File: src/rtl/latch_fifo.sv
// Ready/valid FIFO whose storage entries are level-sensitive latches.
// Flops hold the write data and a one-hot enable, so a latch input never changes while that latch is open.
module latch_fifo #(
  parameter int WIDTH = 8,
  parameter int DEPTH = 4
) (
  input  logic                       ck,
  input  logic                       rst_n,
  input  logic                       in_valid,
  output logic                       in_ready,
  input  logic [WIDTH-1:0]           in_data,
  output logic                       out_valid,
  input  logic                       out_ready,
  output logic [WIDTH-1:0]           out_data,
  output logic [$clog2(DEPTH+1)-1:0] count
);

  localparam int PW = $clog2(DEPTH);
  localparam int CW = $clog2(DEPTH + 1);
  localparam logic [PW-1:0] LAST_PTR = PW'(DEPTH - 1);
  localparam logic [CW-1:0] FULL_CNT = CW'(DEPTH);

  logic [PW-1:0]    wr_ptr;
  logic [PW-1:0]    rd_ptr;
  logic             pend_q;
  logic [DEPTH-1:0] wen_q;
  logic [WIDTH-1:0] wdata_q;
  logic [WIDTH-1:0] entry [DEPTH];
  logic [CW-1:0]    committed;
  logic             do_write;
  logic             do_read;

  // The word still being latched is counted but not yet readable.
  assign committed = count - CW'(pend_q);
  assign out_valid = (committed != '0);
  assign out_data  = out_valid ? entry[rd_ptr] : '0;
  assign in_ready  = rst_n && (count != FULL_CNT);
  assign do_write  = in_valid && in_ready;
  assign do_read   = out_valid && out_ready;

  always_ff @(posedge ck or negedge rst_n) begin
    if (!rst_n) begin
      wr_ptr  <= '0;
      pend_q  <= 1'b0;
      wen_q   <= '0;
      wdata_q <= '0;
    end else if (do_write) begin
      wdata_q <= in_data;
      wen_q   <= DEPTH'(1) << wr_ptr;
      pend_q  <= 1'b1;
      wr_ptr  <= (wr_ptr == LAST_PTR) ? '0 : wr_ptr + PW'(1);
    end else begin
      wen_q   <= '0;
      pend_q  <= 1'b0;
    end
  end

  always_ff @(posedge ck or negedge rst_n) begin
    if (!rst_n) begin
      rd_ptr <= '0;
    end else if (do_read) begin
      rd_ptr <= (rd_ptr == LAST_PTR) ? '0 : rd_ptr + PW'(1);
    end
  end

  always_ff @(posedge ck or negedge rst_n) begin
    if (!rst_n) begin
      count <= '0;
    end else begin
      case ({do_write, do_read})
        2'b10:   count <= count + CW'(1);
        2'b01:   count <= count - CW'(1);
        default: count <= count;
      endcase
    end
  end

  // Open only in the low phase after an accept; the rising edge closes it before wdata_q moves.
  always_latch begin
    for (int i = 0; i < DEPTH; i++) begin
      if (wen_q[i] && !ck) entry[i] <= wdata_q;
    end
  end

endmodule

File: config.mk
export PLATFORM = sky130hd
export DESIGN_NAME = latch_fifo
export DESIGN_NICKNAME = d
export VERILOG_FILES = /design/src/rtl/latch_fifo.sv
export SDC_FILE = /design/constraint.sdc
export NUM_CORES = 1
export LEC_CHECK = 0
export BUFFER_PORTS_ARGS = -buffer_cell sky130_fd_sc_hd__buf_2
export CORE_ASPECT_RATIO = 1.2
export CORE_UTILIZATION = 49
export DETAILED_ROUTE_END_ITERATION = 8
export PLACE_DENSITY = 0.72
export SETUP_SLACK_MARGIN = 0.3
export SYNTH_ARGS = -nofsm -noshare
export SYNTH_HDL_FRONTEND = slang
export SYNTH_SLANG_ARGS = --single-unit
export TNS_END_PERCENT = 5
File: constraint.sdc
create_clock -name ck -period 2.15 [get_ports ck]
set_input_delay 0.215 -clock ck [delete_from_list [all_inputs] [get_ports ck]]
set_output_delay 0.215 -clock ck [all_outputs]
set_load 0.05 [all_outputs]
==> results.toml, run 1 <==
[run_status]
outcome = "complete, but fails checks"
violations = "negative setup slack"

[placed_design]
post-place-ws_ns = -0.262
place_hpwl_um = 1930
place_inst = 180
gp_congestion = 0.735
placed_area_um2 = 1880
portBuffers = 24

[routing]
vias_per_cell = 5.21
via_count = 1094
drtIter0Drc = 30
drc = 0
drt_wl_total_um = 3010
dr.pass1.iters = 6
wire_per_inst_um = 14.3
drtAntennaViolNets = 0

[worst_setup_path]
endpoint_kind = "primary output"
slowest_delay_ns = 0.46
worst_setup_path_start_kind = "latch"
cp_max_fo = 1
worstPathArrival_ns = 2.79
path_class = "latch2out"
path_cells = "mux4_2, nor2b_4, buf_6"
crit_slowest_cell = "mux4_2"
crit_required_ns = 1.93

[sta]
clock-skew-final_ns = 0.0521
rsz0062_at_grt = "yes"
hold_slack_ns = 0.143
fin_ws_ns = -0.853
worstMarginPinSlew_ns = 0.571
hold_viol = 0
slew_headroom_pct = 61.9
slew_viol_final = 0
setup_viol = 9

[synthesis]
ys_types = 21
yosysTopAreaCell = "dfrtp_1"
netlist_area_um2 = 1680
synth_top_area_share_pct = 29.8
synthAdderAreaFrac_pct = 6.40
yosysWarningCount = 0
syn_avg_cell_area_um2 = 14.0
ys_top_cells_by_area = "dfrtp_1, dlxtp_1, mux4_2"
syn_inst = 120
synth_compound_area_share_pct = 0.298
synth_top_family_by_area = "multiplexers"
synthMuxAreaShare_pct = 20.3
synthXorXnorAreaFrac_pct = 2.08
syn_nets = 140
synthSimpleGateAreaFrac_pct = 8.85
ys_ff_latch = 52

[floorplanning]
start_util_pct = 53.1
fp.dieW_um = 55.5
core_um2 = 3170
core.rowCount = 22
die_y_um = 66.2
ios = 25
die_area_um2 = 3670

[flow_run]
drv_cap = 0

[final_layout]
synthToLayoutAreaGrowth_pct = 34.2
mostFrequentLayoutCells = "dlxtp_1, clkbuf_4, dfrtp_1, buf_2, buf_6"
drive_gt1_share_pct = 53.4
multi_input_area_um2 = 736
antenna_cells = 0
fin_cells = 210
seq_area_um2 = 985
fin_area_um2 = 2260
nNetsFinal = 195
n_fill_cell = 215
final_util_pct = 71.3
layout_commonest_cell = "dlxtp_1"

[cts]
clkTransAtPathRegs_ns = 0.10
clkLatencyLatePin_ns = 0.58
cts_tree = "done"

[grt]
first_global_vias = 1184
grt_first_pass_wirelength_um = 5120
grtUsageTotal_pct = 21.0
grt_overflow = 0
antenna_found_initial = 0
grt_max_degree = 22

[worst_hold_path]
hp-class = "in2reg"

[power_and_ir_drop]
power_leakage_uw = 0.00110
ir_worst_vdd_v = 0.00110
cellPowerDensity_nw_per_um2 = 1340
## cell usage after synthesis
cell type / instances
nand2b_1: 1
buf_2: 1
and2_2: 5
or3b_1: 1
nor2b_1: 12
dlxtp_1: 32
mux2_4: 4
mux4_2: 8
inv_1: 6
xnor2_1: 2
xor2_1: 2
fa_1: 1
dfrtp_1: 20
nor2_1: 4
buf_12: 1
ha_1: 7
clkbuf_1: 1
and3_1: 1
mux2_2: 9
buf_6: 1
o21ai_0: 1
## through the flow
step                      setup TNS (ns)  power [uW]
after global routing               -7.91        3220
after global placement             -1.74        2260
final                              -6.85        3030
after detailed placement           -1.89        2300
after floorplan                    -1.07        2020
after CTS                          -7.17        3020
## sequential cells by signal, indices dropped and copies added (netlist names)
signal,count
pend_q,1
wen_q,4
wr_ptr,2
wdata_q,8
entry,32
rd_ptr,2
count,3
## critical path, delay by kind of cell (launching register included)
kind,cells,cell delay [ns]
AND/OR/NAND/NOR,1,0.14
latches,1,0.28
multiplexers,1,0.46
buffers and inverters,1,0.16
## path summary, 6_finish.rpt
kind | cells past startpoint | startpoint | endpoint | slack, ns
min reg2reg | 0 | wdata_q[7] | entry[23] | 0.41
max | 3 | entry[5] | out_data[5] | -0.85
min in group asynchronous | 3 | rst_n | wr_ptr[0] | 0.19
max in group gated | 0 | wen_q[1] | clock gate | 0.41
max in group asynchronous | 3 | rst_n | count[0] | 1.74
min | 4 | out_ready | rd_ptr[1] | 0.14
min in group gated | 0 | wen_q[3] | clock gate | 2.77
max reg2reg | 10 | count[0] | count[2] | 0.01
## power breakdown
| group | switching [uW] | leakage [uW] | internal [uW] |
|---|---|---|---|
| combinational | 921 | 0.000496 | 818 |
| sequential | 221 | 0.000495 | 626 |
| clock | 200 | 0.000111 | 245 |
| total | 1340 | 0.00110 | 1690 |
## layout make-up
cell class	count	share of cell area, %
clock buffers	21	7.26
flip-flops and latches	52	43.6
repair buffers	37	13.4
well taps	36	2.00
multi-input cells	58	32.6
inverters	6	1.11
## cells by family after synthesis
family,after synthesis
adder cells (fa/ha/maj),8
flip-flops,20
multiplexers,21
XOR/XNOR,4
AO/OA/AOI/OAI,1
AND/OR/NAND/NOR,24
buffers and inverters,10
latches,32
## per-layer routing
| metal | part of all wire [%] | track usage [%] |
|---|---|---|
| met4 | 3.9 | 25.9 |
| met2 | 53 | 30.0 |
| met3 | 4.0 | 10.8 |
| met1 | 39 | 19.6 |
| met5 | 0 | 0 |
## what timing repair did
action | in CTS | in global routing
buffers inserted | 0 | 0
setup endpoints to repair | 12 | 12
resized for setup | 28 | 4
pin swaps | 1 | 1
endpoints found under the hold margin | 28 | 0
hold buffers | 9 | 0
No activity file was read; power rests on OpenSTA's default activity.
==> run 2, diff against run 1 <==
ABC_AREA = 1   (was not set)
CORE_UTILIZATION = 50   (was 49)
PLACE_DENSITY = 0.73   (was 0.72)
==> results.toml, run 2 <==
[sta]
slew_headroom_pct = 51.6
hold_viol = 0
setup_viol = 8
slew_viol_final = 0
fin_ws_ns = -0.666
clock-skew-final_ns = 0.0875
rsz0062_at_grt = "yes"
worstMarginPinSlew_ns = 0.725

[floorplanning]
fp.dieW_um = 57.7
core_um2 = 3450
start_util_pct = 54.0
die_y_um = 68.9
ios = 25
core.rowCount = 23
die_area_um2 = 3980

[final_layout]
n_fill_cell = 256
antenna_cells = 0
synthToLayoutAreaGrowth_pct = 33.6
largest-register = "entry"
final_util_pct = 72.1
nNetsFinal = 297
mostFrequentLayoutCells = "nand2_1, inv_1, dlxtp_1, clkbuf_8, dfrtp_1"
drive_gt1_share_pct = 27.5
largest_reg_flops = 32
layout_commonest_cell = "nand2_1"
top_regs = "entry: 32 flops, wdata_q: 8 flops, wen_q: 4 flops"

[cts]
cts_tree = "done"
clkTransAtPathRegs_ns = 0.07
cts_setup_buffers = 0
clkLatencyLatePin_ns = 0.55

[routing]
dr.pass1.iters = 4
wire_per_inst_um = 13.1
drtAntennaViolNets = 0
drc = 0
drt_wl_total_um = 4110
via_count = 1562
drtIter0Drc = 80
vias_per_cell = 4.99

[worst_setup_path]
worst_setup_path_start_kind = "latch"
cp_max_fo = 1
worstPathArrival_ns = 2.60
endpoint_kind = "primary output"
path_class = "latch2out"
crit_required_ns = 1.93

[power_and_ir_drop]
sw_frac_of_total_pct = 48.4
pwr-share-clk_pct = 21.5
combPwrFrac_pct = 54.5
seqPwrFrac_pct = 23.9
intPower_uw = 1790
switchingPower_uw = 1680
ir_worst_vdd_v = 0.00102
power_leakage_uw = 0.00133
cellPowerDensity_nw_per_um2 = 1390

[synthesis]
ys_ff_latch = 52
synthFlopType = "dlxtp_1"
syn_nets = 253
yosys-top-cells-count = "nand2_1, inv_1, dlxtp_1"
ys_types = 21
syn_avg_cell_area_um2 = 8.00
syn_inst = 233
yosysWarningCount = 0
async_flop_share_pct = 38.5
yosysTopAreaCell = "dfrtp_1"
synth_top_area_share_pct = 26.8
synth_enable_flop_cells = 0
netlist_area_um2 = 1860
yosysMostFrequentCell = "nand2_1"
ys_top_cells_by_area = "dfrtp_1, dlxtp_1, nand2_1"

[grt]
grt_overflow = 0
grt_max_degree = 32
grt_first_pass_wirelength_um = 6360
antenna_found_initial = 0
grtUsageTotal_pct = 23.8
first_global_vias = 1487

[placed_design]
portBuffers = 24
gp_congestion = 0.698
place_hpwl_um = 2350
post-place-ws_ns = -0.0337

[flow_run]
drv_cap = 0

[worst_hold_path]
hp-class = "in2reg"

[run_status]
violations = "negative setup slack"
outcome = "complete, but fails checks"
run 2: changes by cell type after synthesis, moves of 2 or more:
cell / change
nand3_1: +11
buf_6: +2
nor2_1: +7
mux4_2: -8
nand4_1: +10
nor2b_1: -12
nand3_2: +2
buf_2: +3
nand2_1: +79
and2_2: -5
inv_1: +32
a21oi_1: +7
mux2_4: -4
mux2_2: -9
run 2: worst max-delay path, stage by stage, from the launching register on:
cell     delay, ns
dlxtp_1       0.31
nand2_1       0.05
nand2_1       0.12
nand2_2       0.06
a21oi_2       0.15
buf_6         0.18
run 2: final timing paths:
check,cells past startpoint,from,endpoint,slack [ns]
setup / recovery,5,entry[2],out_data[2],-0.67
hold / removal,3,in_data[1],wdata_q[1],0.004
setup reg to reg,12,count[0],count[2],0.16
hold reg to reg,0,wdata_q[1],entry[1],0.38
max in group gated,1,wen_q[1],clock gate,0.43
max in group asynchronous,3,rst_n,count[0],1.64
min in group asynchronous,3,rst_n,pend_q,0.28
min in group gated,1,wen_q[0],clock gate,2.74
run 2: kinds of logic (layout without fill, tap and decap cells):
logic type | after synthesis | after routing | share of synthesized area [%]
buffers and inverters | 48 | 91 | 11.6
flip-flops | 20 | 20 | 26.8
AND/OR/NAND/NOR | 114 | 114 | 26.4
AO/OA/AOI/OAI | 9 | 9 | 2.62
latches | 32 | 32 | 25.8
XOR/XNOR | 2 | 2 | 0.940
adder cells (fa/ha/maj) | 8 | 8 | 5.77
run 2: what timing repair did:
action                                 4_1_cts  5_1_grt
pin swaps                                    6       10
cloned                                       0        0
setup endpoints to repair                   12       12
endpoints found under the hold margin       20        1
hold buffers                                 1        1
gates resized for setup                     18       17
run 2: routing by layer:
| layer | share of wire, % | vias up | global-route usage [%] |
|---|---|---|---|
| met3 | 3.8 | 22 | 11.0 |
| li1 | - | 785 | - |
| met5 | 0 | - | 0 |
| met4 | 3.9 | 0 | 24.7 |
| met2 | 50 | 42 | 35.3 |
| met1 | 43 | 713 | 24.2 |
run 2: area by class of cell:
class	instances	area, um^2	share of cell area (%)
clock buffers	20	275	11.0
clock inverters	1	30.0	1.21
inverters	40	155	6.23
multi-input cells	133	761	30.5
flip-flops and latches	52	983	39.5
well taps	37	46.3	1.86
repair buffers	30	240	9.64
run 2: through the flow:
step | cell area, um^2 | TNS, ns | hold slack, ns | std cells | total power (uW)
after global routing | 2490 | -5.77 | 0.0122 | 313 | 3700
final | 2490 | -4.99 | 0.00423 | 313 | 3470
after CTS | 2410 | -5.07 | 0.000468 | 312 | 3360
after global placement | 2040 | -0.0590 | 0.289 | 290 | 2420
after detailed placement | 2040 | -0.148 | 0.292 | 290 | 2450
after floorplan | 1910 | -0.944 | -0.0806 | 233 | 2140
run 2: power by group through the flow:
stage	clock network, uW	logic, uW	registers, uW
floorplan	13.7	1290	844
global placement	13.7	1590	818
detailed placement	13.7	1610	824
CTS	755	1790	821
global route	788	2060	851
finish	747	1890	829
==> run 3, diff against run 2 <==
CELL_PAD_IN_SITES_DETAIL_PLACEMENT = 2   (was not set)
CELL_PAD_IN_SITES_GLOBAL_PLACEMENT = 2   (was not set)
CORE_UTILIZATION = 29   (was 50)
PLACE_DENSITY = 0.71   (was 0.73)
==> results.toml, run 3 (synthesis gave the netlist of run 2 again) <==
[final_layout]
layout_commonest_cell = "nand2_1"
mostFrequentLayoutCells = "nand2_1, inv_1, dlxtp_1, clkbuf_8, dfrtp_1"
largest-register = "entry"
top_regs = "entry: 32 flops, wdata_q: 8 flops, wen_q: 4 flops"
fin_area_um2 = 2580
synthToLayoutAreaGrowth_pct = 38.2
antenna_cells = 0
drive_gt1_share_pct = 27.4
nNetsFinal = 302
largest_reg_flops = 32

[grt]
use_met3_pct = 5.16
grt_overflow = 0
first_global_vias = 1823
grt_max_degree = 32
grtUsageTotal_pct = 18.7
grt_busiest_layer = "met2"
antenna_found_initial = 0
globalRouteMet2Util_pct = 28.8
use_met1_pct = 21.7
grt_first_pass_wirelength_um = 9050

[power_and_ir_drop]
p_total_uw = 3490
combPwrFrac_pct = 56.8
switchingPower_uw = 1750
cellPowerDensity_nw_per_um2 = 1360
sw_frac_of_total_pct = 50.1
power_leakage_uw = 0.00135
intPower_uw = 1740
seqPwrFrac_pct = 24.0
pwr-share-clk_pct = 19.2
ir_worst_vdd_v = 0.000592

[cts]
cts_tree = "done"
clkLatencyLatePin_ns = 0.57
clkTransAtPathRegs_ns = 0.07

[sta]
clock-skew-final_ns = 0.100
worstMarginPinSlew_ns = 0.675
slew_viol_final = 0
setup_viol = 8
hold_viol = 0
slew_headroom_pct = 55.0
tns_ns = -5.75
fin_ws_ns = -0.769
rsz0062_at_grt = "yes"

[placed_design]
portBuffers = 24
gp_congestion = 0.665
place_hpwl_um = 3290
placed_area_um2 = 2120

[worst_setup_path]
worstPathArrival_ns = 2.70
worst_setup_path_start_kind = "latch"
endpoint_kind = "primary output"
cp_max_fo = 1
path_class = "latch2out"
crit_required_ns = 1.93

[floorplanning]
core.rowCount = 31
die_area_um2 = 6750
die_y_um = 89.8
core_um2 = 6130
fp.dieW_um = 75.2
ios = 25
start_util_pct = 30.4

[routing]
vias_per_cell = 4.54
drtIter0Drc = 66
wire_per_inst_um = 14.7
via_count = 1649
drc = 0
dr.pass1.iters = 3
drtAntennaViolNets = 0
drt_wl_total_um = 5340

[worst_hold_path]
hp-class = "in2reg"

[run_status]
violations = "negative setup slack"
outcome = "complete, but fails checks"

[flow_run]
drv_cap = 0
run 3: cell types whose count changed in the layout (fill, tap and decap cells not counted), sizes merged:
cell	previous run	this run
clkbuf	20	21
buf	28	31
dlygate4sd3	2	4
bufinv	1	0
run 3: power groups by stage:
stage	Combinational, uW	Clock [uW]	Sequential, uW
2_1_floorplan	1290	13.7	844
3_3_place_gp	1680	13.7	819
3_5_place_dp	1710	13.7	827
4_1_cts	1980	701	833
5_1_grt	2170	720	868
6_report	1980	672	837
run 3: layer usage:
layer	part of all wire, %	vias to the layer above
li1	-	798
met3	2.8	20
met2	50	40
met4	4.3	0
met5	0	-
met1	43	791
run 3: path summary, 6_finish.rpt:
kind                       cells past startpoint           to        from  slack, ns
max in group asynchronous                      3     count[0]       rst_n       1.63
min in group asynchronous                      3     count[2]       rst_n       0.29
min                                            3   wdata_q[0]  in_data[0]       0.01
max                                            5  out_data[1]   entry[17]      -0.77
max reg2reg                                   13     count[2]    count[0]       0.16
min reg2reg                                    0    entry[11]  wdata_q[3]       0.35
min in group gated                             1   clock gate    wen_q[2]       2.75
max in group gated                             1   clock gate    wen_q[0]       0.42
run 3: critical path: stages (launching register included):
cell and delay, ns:
dlxtp_1 0.31, inv_1 0.03, nand2_1 0.07, nand3_1 0.12, a21oi_2 0.18, buf_6 0.17
run 3: repair_timing:
item,CTS,global route
setup endpoints to repair,12,12
pin swaps,18,5
hold endpoints to repair,23,0
hold buffers,4,0
gates cloned,0,0
buffers inserted,0,0
gates resized for setup,31,5
run 3: final cells by class:
cell class	instances	area, um^2
timing repair buffer	35	283
inverter	40	160
fill	722	3550
sequential	52	983
clock buffer	21	289
multi-input combinational	133	758
tap	82	103
run 3: stage by stage:
stage / hold WS, ns / utilization [%] / cells / setup slack, ns
final: 0.0102 / 42.0 / 363 / -0.769
after global routing: 0.0255 / 42.0 / 363 / -0.851
after CTS: 0.00278 / 41.8 / 363 / -0.826
after detailed placement: 0.304 / 34.6 / 338 / -0.0653
after global placement: 0.303 / 34.6 / 338 / -0.0267
after floorplan: -0.0806 / - / 233 / -0.203
